`src/rtl/hartslag_pkg.sv`:
```
// Shared defaults and helpers for the hartslag heartbeat rate meter.
package hartslag_pkg;

    localparam int DEF_CNT_W         = 8;
    localparam int DEF_WINDOW_CYCLES = 50_000_000;  // 1 s at 50 MHz
    localparam int DEF_DEB_CYCLES    = 1000;
    localparam int DEF_SYNC_STAGES   = 2;

    // Window counter width; never narrower than one bit.
    function automatic int win_cnt_w(input int cycles);
        int w;
        w = $clog2(cycles);
        return (w < 1) ? 1 : w;
    endfunction

endpackage

```
`src/rtl/hartslag_kanaal.sv`:
```
// One heartbeat channel: synchroniser, optional debounce (HARTSLAG_DEBOUNCE_EN),
// rising-edge detect, saturating beat counter and sticky saturation flag.
module hartslag_kanaal
    import hartslag_pkg::*;
#(
    parameter int CNT_W       = DEF_CNT_W,
    parameter int SYNC_STAGES = DEF_SYNC_STAGES
`ifdef HARTSLAG_DEBOUNCE_EN
    , parameter int DEB_CYCLES = DEF_DEB_CYCLES
`endif
) (
    input  logic             clk,
    input  logic             rst_n,
    input  logic             ingang_i,
    input  logic             term_i,
    input  logic             clear_i,
    output logic [CNT_W-1:0] cnt_o,
    output logic             ovf_o
);

    logic [SYNC_STAGES-1:0] sync_q;
    logic                   s;
    logic                   lvl_q, lvl_d;
    logic                   lvl_dly_q;
    logic [CNT_W-1:0]       cnt_q, cnt_d, cnt_fin;
    logic                   sat_q, sat_d, sat_fin;
    logic                   rise, at_max;

    assign s = sync_q[SYNC_STAGES-1];

`ifdef HARTSLAG_DEBOUNCE_EN
    localparam int DW = $clog2(DEB_CYCLES + 1);
    logic [DW-1:0] deb_q, deb_d;

    // lvl follows s only after s has differed from lvl for DEB_CYCLES+1 samples.
    always_comb begin
        deb_d = '0;
        lvl_d = lvl_q;
        if (s != lvl_q) begin
            if (deb_q == DW'(DEB_CYCLES))
                lvl_d = s;
            else
                deb_d = deb_q + DW'(1);
        end
    end

    always_ff @(posedge clk or negedge rst_n) begin
        if (!rst_n) deb_q <= '0;
        else        deb_q <= deb_d;
    end
`else
    assign lvl_d = s;
`endif

    always_comb begin
        rise    = lvl_q & ~lvl_dly_q;
        at_max  = &cnt_q;
        cnt_fin = cnt_q + CNT_W'(rise & ~at_max);
        sat_fin = sat_q | (rise & at_max);
        cnt_d   = cnt_fin;
        sat_d   = sat_fin;
        // Clear drops any beat of this cycle; terminal hands it to the output first.
        if (clear_i || term_i) begin
            cnt_d = '0;
            sat_d = 1'b0;
        end
    end

    assign cnt_o = cnt_fin;
    assign ovf_o = sat_fin;

    always_ff @(posedge clk or negedge rst_n) begin
        if (!rst_n) begin
            sync_q    <= '0;
            lvl_q     <= 1'b0;
            lvl_dly_q <= 1'b0;
            cnt_q     <= '0;
            sat_q     <= 1'b0;
        end else begin
            sync_q    <= {sync_q[SYNC_STAGES-2:0], ingang_i};
            lvl_q     <= lvl_d;
            lvl_dly_q <= lvl_q;
            cnt_q     <= cnt_d;
            sat_q     <= sat_d;
        end
    end

endmodule

```
`src/rtl/hartslag_meter.sv`:
```
// Multi-channel heartbeat rate meter: window counter, per-channel counters and
// latched per-window results. Debounce is compiled in with HARTSLAG_DEBOUNCE_EN.
module hartslag_meter
    import hartslag_pkg::*;
#(
    parameter int CHANNELS      = 2,
    parameter int CNT_W         = DEF_CNT_W,
    parameter int WINDOW_CYCLES = DEF_WINDOW_CYCLES,
    parameter int SYNC_STAGES   = DEF_SYNC_STAGES,
    parameter int DEB_CYCLES    = DEF_DEB_CYCLES
) (
    input  logic                      clk,
    input  logic                      reset,
    input  logic [CHANNELS-1:0]       ingang,
    input  logic                      clear,
    output logic [CHANNELS*CNT_W-1:0] out,
    output logic                      out_valid,
    output logic [CHANNELS-1:0]       overflow
);

    localparam int              WC_W    = win_cnt_w(WINDOW_CYCLES);
    localparam logic [WC_W-1:0] WC_LAST = WC_W'(WINDOW_CYCLES - 1);

    if (CHANNELS < 1 || WINDOW_CYCLES < 2 || SYNC_STAGES < 2 || DEB_CYCLES < 1) begin : g_bad_cfg
        $error("hartslag_meter: illegal parameter set");
    end

    logic [WC_W-1:0]           wc_q, wc_d;
    logic                      term;
    logic [CHANNELS*CNT_W-1:0] fin_cnt;
    logic [CHANNELS-1:0]       fin_ovf;
    logic [CHANNELS*CNT_W-1:0] out_q, out_d;
    logic [CHANNELS-1:0]       ovf_q, ovf_d;
    logic                      vld_q, vld_d;

    for (genvar c = 0; c < CHANNELS; c++) begin : g_ch
        hartslag_kanaal #(
            .CNT_W       (CNT_W),
            .SYNC_STAGES (SYNC_STAGES)
`ifdef HARTSLAG_DEBOUNCE_EN
            , .DEB_CYCLES (DEB_CYCLES)
`endif
        ) u_ch (
            .clk      (clk),
            .rst_n    (reset),
            .ingang_i (ingang[c]),
            .term_i   (term),
            .clear_i  (clear),
            .cnt_o    (fin_cnt[c*CNT_W +: CNT_W]),
            .ovf_o    (fin_ovf[c])
        );
    end

    always_comb begin
        term  = (wc_q == WC_LAST);
        wc_d  = wc_q + WC_W'(1);
        out_d = out_q;
        ovf_d = ovf_q;
        vld_d = 1'b0;
        if (clear || term)
            wc_d = '0;
        // Clear outranks the terminal cycle: that window is simply abandoned.
        if (term && !clear) begin
            out_d = fin_cnt;
            ovf_d = fin_ovf;
            vld_d = 1'b1;
        end
    end

    always_ff @(posedge clk or negedge reset) begin
        if (!reset) begin
            wc_q  <= '0;
            out_q <= '0;
            ovf_q <= '0;
            vld_q <= 1'b0;
        end else begin
            wc_q  <= wc_d;
            out_q <= out_d;
            ovf_q <= ovf_d;
            vld_q <= vld_d;
        end
    end

    assign out       = out_q;
    assign overflow  = ovf_q;
    assign out_valid = vld_q;

endmodule

```
`config.mk`:
```
export PLATFORM = sky130hd
export DESIGN_NAME = hartslag_meter
export DESIGN_NICKNAME = d
export VERILOG_FILES = /design/src/rtl/hartslag_pkg.sv /design/src/rtl/hartslag_kanaal.sv /design/src/rtl/hartslag_meter.sv
export SDC_FILE = /design/constraint.sdc
export NUM_CORES = 1
export LEC_CHECK = 0
export CAP_MARGIN = 20
export CORE_ASPECT_RATIO = 1.4
export CORE_MARGIN = 8
export CORE_UTILIZATION = 58
export DETAILED_ROUTE_END_ITERATION = 12
export GPL_TIMING_DRIVEN = 0
export PLACE_DENSITY_LB_ADDON = 0.2
export SLEW_MARGIN = 10
export SYNTH_ARGS = -nofsm -noshare
export SYNTH_HDL_FRONTEND = slang
export SYNTH_SLANG_ARGS = --single-unit
```
`constraint.sdc`:
```
create_clock -name clk -period 2.8 [get_ports clk]
set_input_delay 0.56 -clock clk [delete_from_list [all_inputs] [get_ports clk]]
set_output_delay 0.56 -clock clk [all_outputs]
set_load 0.01 [all_outputs]
```
==> qor.yml, run 1 <==
status:
  status: "finished clean"
setup_path:
  path_max_fanout: 9
  arrival_ps: 2620
  r2r.worst_path.cells: 6
  timing.rr.start: "wc_q[0]"
  r2r_slack_ps: 420
  cp-endpoint: "out[8]"
  required_ps: 3030
  path_class: "flip-flop to flip-flop"
  worstSetupEndpointType: "flip-flop"
  regToRegEndpoint: "out[8]"
  start_kind: "flip-flop"
  cp-startpoint: "wc_q[0]"
logic_synthesis:
  ys_ff_latch: 71
  synth_edf_count: 0
  netlist_area_mm2: 0.00319
  synth_nets: 299
  seq_area_frac_synth: 0.558
  ys_types: 40
  syn_inst: 289
  ys_async_sr_fraction: 1.00
  ys.flop_type: "dfrtp_1"
  postSynthAreaPerCell_um2: 11.0
  yosysWarnings: 0
timing:
  fin_crit_ps: 2380
  slew_viol_final: 0
  hold_viol_final: 0
  worst_pin_slew_ps: 399
  rsz0062_at_grt: "false"
  maxSlewHeadroom: 0.734
  hold_slack_ps: 93.7
  fmaxAchievable_mhz: 420
  setup_violations: 0
  setup_slack_ps: 417
  finalClockSkew_ps: 10.7
  finalCritPeriodShare: 0.851
placed_design:
  finalWeightedCongestion: 0.859
  place_area_mm2: 0.00353
  dp_hpwl_um: 4300
  port_buffers: 23
  dp_slack_ps: 412
die:
  ios: 24
  core_area_mm2: 0.00541
  fp.dieH_um: 104
  rows: 32
  dieArea_mm2: 0.00815
  die_w_um: 78.6
  initial_core_util: 0.589
cts:
  post_cts_resized: 0
  cts.sinks: 71
  cts-root-buf: "clkbuf_8"
  clkTransAtPathRegs_ps: 80
  holdBufCountCts: 0
  cts_tree: "done"
  h-tree-depth: 3
  clock_latency_ps: 350
  cts_buffers: 9
  ctsLongestPathBuffers: 2
  cts_setup_buffers: 0
route:
  drt-pass1-iter-count: 4
  drc_errors: 0
  via_count: 2183
  wl_per_cell_um: 15.2
  vias_per_cell: 5.50
  drtIter0Drc: 110
  drt-total-wl_um: 6050
  ant_nets: 0
finish:
  fillCellCount: 419
  design_area_mm2: 0.00375
  register_area_mm2: 0.00178
  diodes: 0
  multi_input_area_mm2: 0.00125
  drive_gt1_frac: 0.109
  nNetsFinal: 334
  syn_to_final_growth_pct: 17.7
grt:
  antenna_found_initial: 0
  grt_max_degree: 51
  grt.total_usage: 0.163
  grt_pass1_wl_um: 10700
  grt_overflow: 0
  grt_pass1_vias: 2346
power:
  pwr-share-seq: 0.519
  switching_share: 0.214
  intPower_uw: 1590
  p_per_area_mw_per_mm2: 538
  pwr-share-comb: 0.032
  leakage_uw: 0.00163
  switching_power_uw: 432
  ir_worst_vdd_mv: 0.332
  clockPowerShare: 0.449
hold_path:
  min_path_type: "input port to async pin"
flow_run:
  drv_cap: 0
through the flow:
step | utilization | total power [uW] | setup TNS, ps | std cells
final | 0.694 | 2020 | 0 | 397
after CTS | 0.694 | 2030 | 0 | 397
after floorplan | - | 1090 | 0 | 289
after detailed placement | 0.652 | 1130 | 0 | 381
after global routing | 0.694 | 2090 | 0 | 397
after global placement | 0.648 | 1130 | -81490 | 380
layer usage:
layer	up-vias	part of all wire	global-route usage
li1	1068	-	-
met1	1067	0.42	0.184
met2	37	0.52	0.273
met3	11	0.040	0.0389
met4	0	0.021	0.0918
met5	-	0	0
cells in the final DEF (no fill, tap or decap), types with 9 or more instances in the layout:
| cell | netlist | routed |
|---|---|---|
| xnor2_1 | 15 | 15 |
| dfrtp_1 | 71 | 71 |
| nor2_1 | 38 | 38 |
| mux2i_1 | 15 | 15 |
| inv_1 | 22 | 22 |
| clkbuf_8 | 0 | 10 |
| xor2_1 | 12 | 12 |
| a21oi_1 | 9 | 9 |
| nand3_1 | 13 | 13 |
| clkdlybuf4s50_1 | 0 | 22 |
| nand2_1 | 11 | 11 |
| nand4_1 | 10 | 10 |
Yosys cell counts, types with 3 or more instances:
master    instances  share of area
dfrtp_1          71           0.56
inv_1            22          0.026
or4_1             6          0.014
nor4_1            5         0.0098
mux2i_1          15          0.047
nand3_1          13          0.020
o31ai_1           3         0.0071
nor3_1            3         0.0047
xor2_1           12          0.033
o21ai_0           4         0.0063
and4_1            3         0.0082
xnor2_1          15          0.041
nand4_1          10          0.020
clkbuf_1          3         0.0035
mux2_2            3          0.011
ha_1              5          0.020
nand2_1          11          0.013
or3_1             5         0.0098
a21oi_1           9          0.014
and3_1            7          0.014
nor2_1           38          0.045
worst max-delay path, stage by stage, from the launching register on:
cell and delay (ps):
dfrtp_1 400, ha_1 230, nand3_1 270, or4_4 640
nor4_2 180, buf_6 210, mux2_2 340
flip-flops by register name, summed over array words and instances (netlist names):
signal and flops:
out_valid 1, out 16, g_ch.u_ch.cnt_q 16, overflow 2
g_ch.u_ch.sync_q 4, g_ch.u_ch.lvl_q 2, g_ch.u_ch.lvl_dly_q 2, wc_q 26
g_ch.u_ch.sat_q 2
how the worst min path moves through the flow:
stage / slack (ps) / depth (start not counted) / start / endpoint
3_3_place_gp: 330 / 0 / g_ch[0].u_ch.sync_q[0] / g_ch[0].u_ch.sync_q[1]
5_1_grt: 110 / 1 / reset / out[2]
2_1_floorplan: 260 / 0 / reset / g_ch[0].u_ch.cnt_q[0]
4_1_cts: 100 / 1 / reset / out[2]
6_report: 90 / 1 / reset / out[1]
3_5_place_dp: 330 / 0 / g_ch[0].u_ch.sync_q[0] / g_ch[0].u_ch.sync_q[1]
power groups by stage:
stage               logic (uW)  registers, uW  clock network [uW]
floorplan                 25.1           1060                   0
global placement          60.2           1070                   0
detailed placement        66.1           1070                   0
CTS                       66.5           1050                 917
global route              73.4           1050                 966
finish                    63.6           1050                 907
cell families after synthesis:
kind of cell	count (synthesis)	share of synthesized area
simple gates	113	0.192
fa+ha+maj	5	0.0196
xor+xnor	27	0.0742
compound gates	23	0.0495
buf+inv	32	0.0487
flops	71	0.558
mux	18	0.0577
cell type report:
| type | count | share of cell area |
|---|---|---|
| sequential | 71 | 0.474 |
| timing repair buffer | 24 | 0.0681 |
| buffer | 10 | 0.0194 |
| clock inverter | 5 | 0.0217 |
| clock buffer | 11 | 0.0377 |
| multi-input combinational | 186 | 0.334 |
| inverter | 22 | 0.0220 |
| tap | 68 | 0.0227 |
No activity file was read; power rests on OpenSTA's default activity.
==> run 2, diff against run 1 <==
Settings changed: CORE_UTILIZATION 58 to 52.
Clock period 2.8 ns to 2.1 ns, I/O delays scaled along.
==> run 2 against run 1 <==
  * The run now ends with hold timing, setup timing left
  * Clock skew increased by 0.68 ps
  * Sequential cell count unchanged
  * Global-route usage decreased by 0.76 points
  * Register-to-register slack got worse by 510 ps
  * Sequential share of layout area decreased by 3.5 points
  * Total power increased by 35%
  * Clock power increased by 32%
  * Clock-buffer cell count unchanged
  * Critical path type unchanged
==> qor.yml, run 2 (same netlist as run 1, synthesis figures left out) <==
grt:
  antenna_found_initial: 0
  grt.total_usage: 0.156
  grt_pass1_wl_um: 10800
  grt_overflow: 0
  grt_pass1_vias: 2357
  grt_max_degree: 42
setup_path:
  start_kind: "flip-flop"
  required_ps: 2330
  worstSetupEndpointType: "flip-flop"
  path_class: "flip-flop to flip-flop"
  path_max_fanout: 5
  arrival_ps: 2420
cts:
  clkTransAtPathRegs_ps: 80
  cts_tree: "done"
  ctsLongestPathBuffers: 2
  clock_latency_ps: 350
  cts_buffers: 9
  h-tree-depth: 3
  holdBufCountCts: 0
  cts-root-buf: "clkbuf_8"
  cts.sinks: 71
finish:
  drive_gt1_frac: 0.214
  final_cell_mix: "dfrtp_1, nor2_1, inv_1, clkdlybuf4s50_1"
  fillCellCount: 459
  layout_commonest_cell: "dfrtp_1"
  final_cells: 411
  multi_input_area_mm2: 0.00141
  largest_reg_flops: 26
  top_register: "wc_q"
  syn_to_final_growth_pct: 27.3
  register_area_mm2: 0.00178
  nNetsFinal: 346
  diodes: 0
timing:
  maxSlewHeadroom: 0.724
  finalCritPeriodShare: 1.04
  fin_crit_ps: 2190
  rsz0062_at_grt: "true"
  hold_slack_ps: -4.91
  worst_pin_slew_ps: 415
  hold_viol_final: 2
  fmaxAchievable_mhz: 457
  setup_slack_ps: -88.0
  finalClockSkew_ps: 11.4
  setup_violations: 46
  slew_viol_final: 0
die:
  fp.dieH_um: 109
  rows: 33
  core_area_mm2: 0.00590
  dieArea_mm2: 0.00892
  die_w_um: 82.2
  initial_core_util: 0.540
  ios: 24
hold_path:
  min_path_type: "input port to async pin"
placed_design:
  dp.cells: 383
  dp_hpwl_um: 4240
  finalWeightedCongestion: 0.750
  port_buffers: 23
power:
  leakage_uw: 0.00173
  ir_worst_vdd_mv: 0.396
  p_per_area_mw_per_mm2: 670
status:
  status: "complete, but fails checks"
  violations: "hold timing, setup timing"
flow_run:
  drv_cap: 0
route:
  drt-pass1-iter-count: 4
  vias_per_cell: 5.55
  drtIter0Drc: 113
  ant_nets: 0
  drt-total-wl_um: 6550
  via_count: 2280
  wl_per_cell_um: 15.9
  drc_errors: 0
==> run 2: cell count changes in the layout (fill, tap and decap cells not counted), sizes merged <==
cell / delta
buf: +10
clkbuf: +2
==> run 2: final timing paths <==
kind | from | to | slack [ps] | cells after the start
setup / recovery | wc_q[7] | out[0] | -90 | 5
hold / removal | reset | g_ch[0].u_ch.cnt_q[2] | -5 | 1
setup reg to reg | wc_q[7] | out[0] | -90 | 5
hold reg to reg | g_ch[0].u_ch.sync_q[1] | g_ch[0].u_ch.lvl_q | 350 | 0
max in group asynchronous | reset | wc_q[0] | 1540 | 2
min in group clk | g_ch[0].u_ch.sync_q[1] | g_ch[0].u_ch.lvl_q | 350 | 0
==> run 2: critical path, stage by stage (launching register included) <==
cell	delay [ps]
dfrtp_2	420
or4_4	520
or4_4	470
nor4_4	170
buf_6	170
mux2_2	330
==> run 2: report_power, final <==
part           total [uW]  internal, uW  switching [uW]
Combinational         118          50.5            67.9
Clock                1200           701             500
Sequential           1400          1380            14.1
==> run 2: area by class of cell <==
| cell class | count | area share |
|---|---|---|
| Buffer | 10 | 0.0241 |
| Clock buffer | 11 | 0.0349 |
| Clock inverter | 5 | 0.0200 |
| Inverter | 22 | 0.0204 |
| Multi-Input combinational cell | 186 | 0.347 |
| Sequential cell | 71 | 0.439 |
| Tap cell | 70 | 0.0216 |
| Timing Repair Buffer | 36 | 0.0938 |
==> run 2: routing by layer <==
layer	global-route usage	share of wire	vias to the layer above	wire, um
li1	-	-	1090	-
met4	0.0705	0.016	0	105
met2	0.280	0.54	37	3530
met1	0.168	0.41	1147	2660
met5	0	0	-	0
met3	0.0338	0.039	6	255
==> run 2: through the flow <==
stage / TNS (ps) / setup WS (ps) / area (um2) / utilization / total power (uW)
finish: -1970 / -88.0 / 4060 / 0.687 / 2720
floorplan: -126 / -41.8 / 3200 / - / 1450
detailed placement: -6370 / -208 / 3530 / 0.599 / 1510
global route: -5500 / -148 / 4060 / 0.687 / 2810
CTS: -1930 / -91.2 / 3900 / 0.661 / 2740
global placement: -129770 / -1780 / 3520 / 0.596 / 1500
==> run 2: repair_timing <==
action	CTS	global route
gates cloned	0	2
pin swaps	3	7
setup buffers	7	3
endpoints found under the setup margin	61	58
gates resized for setup	22	23
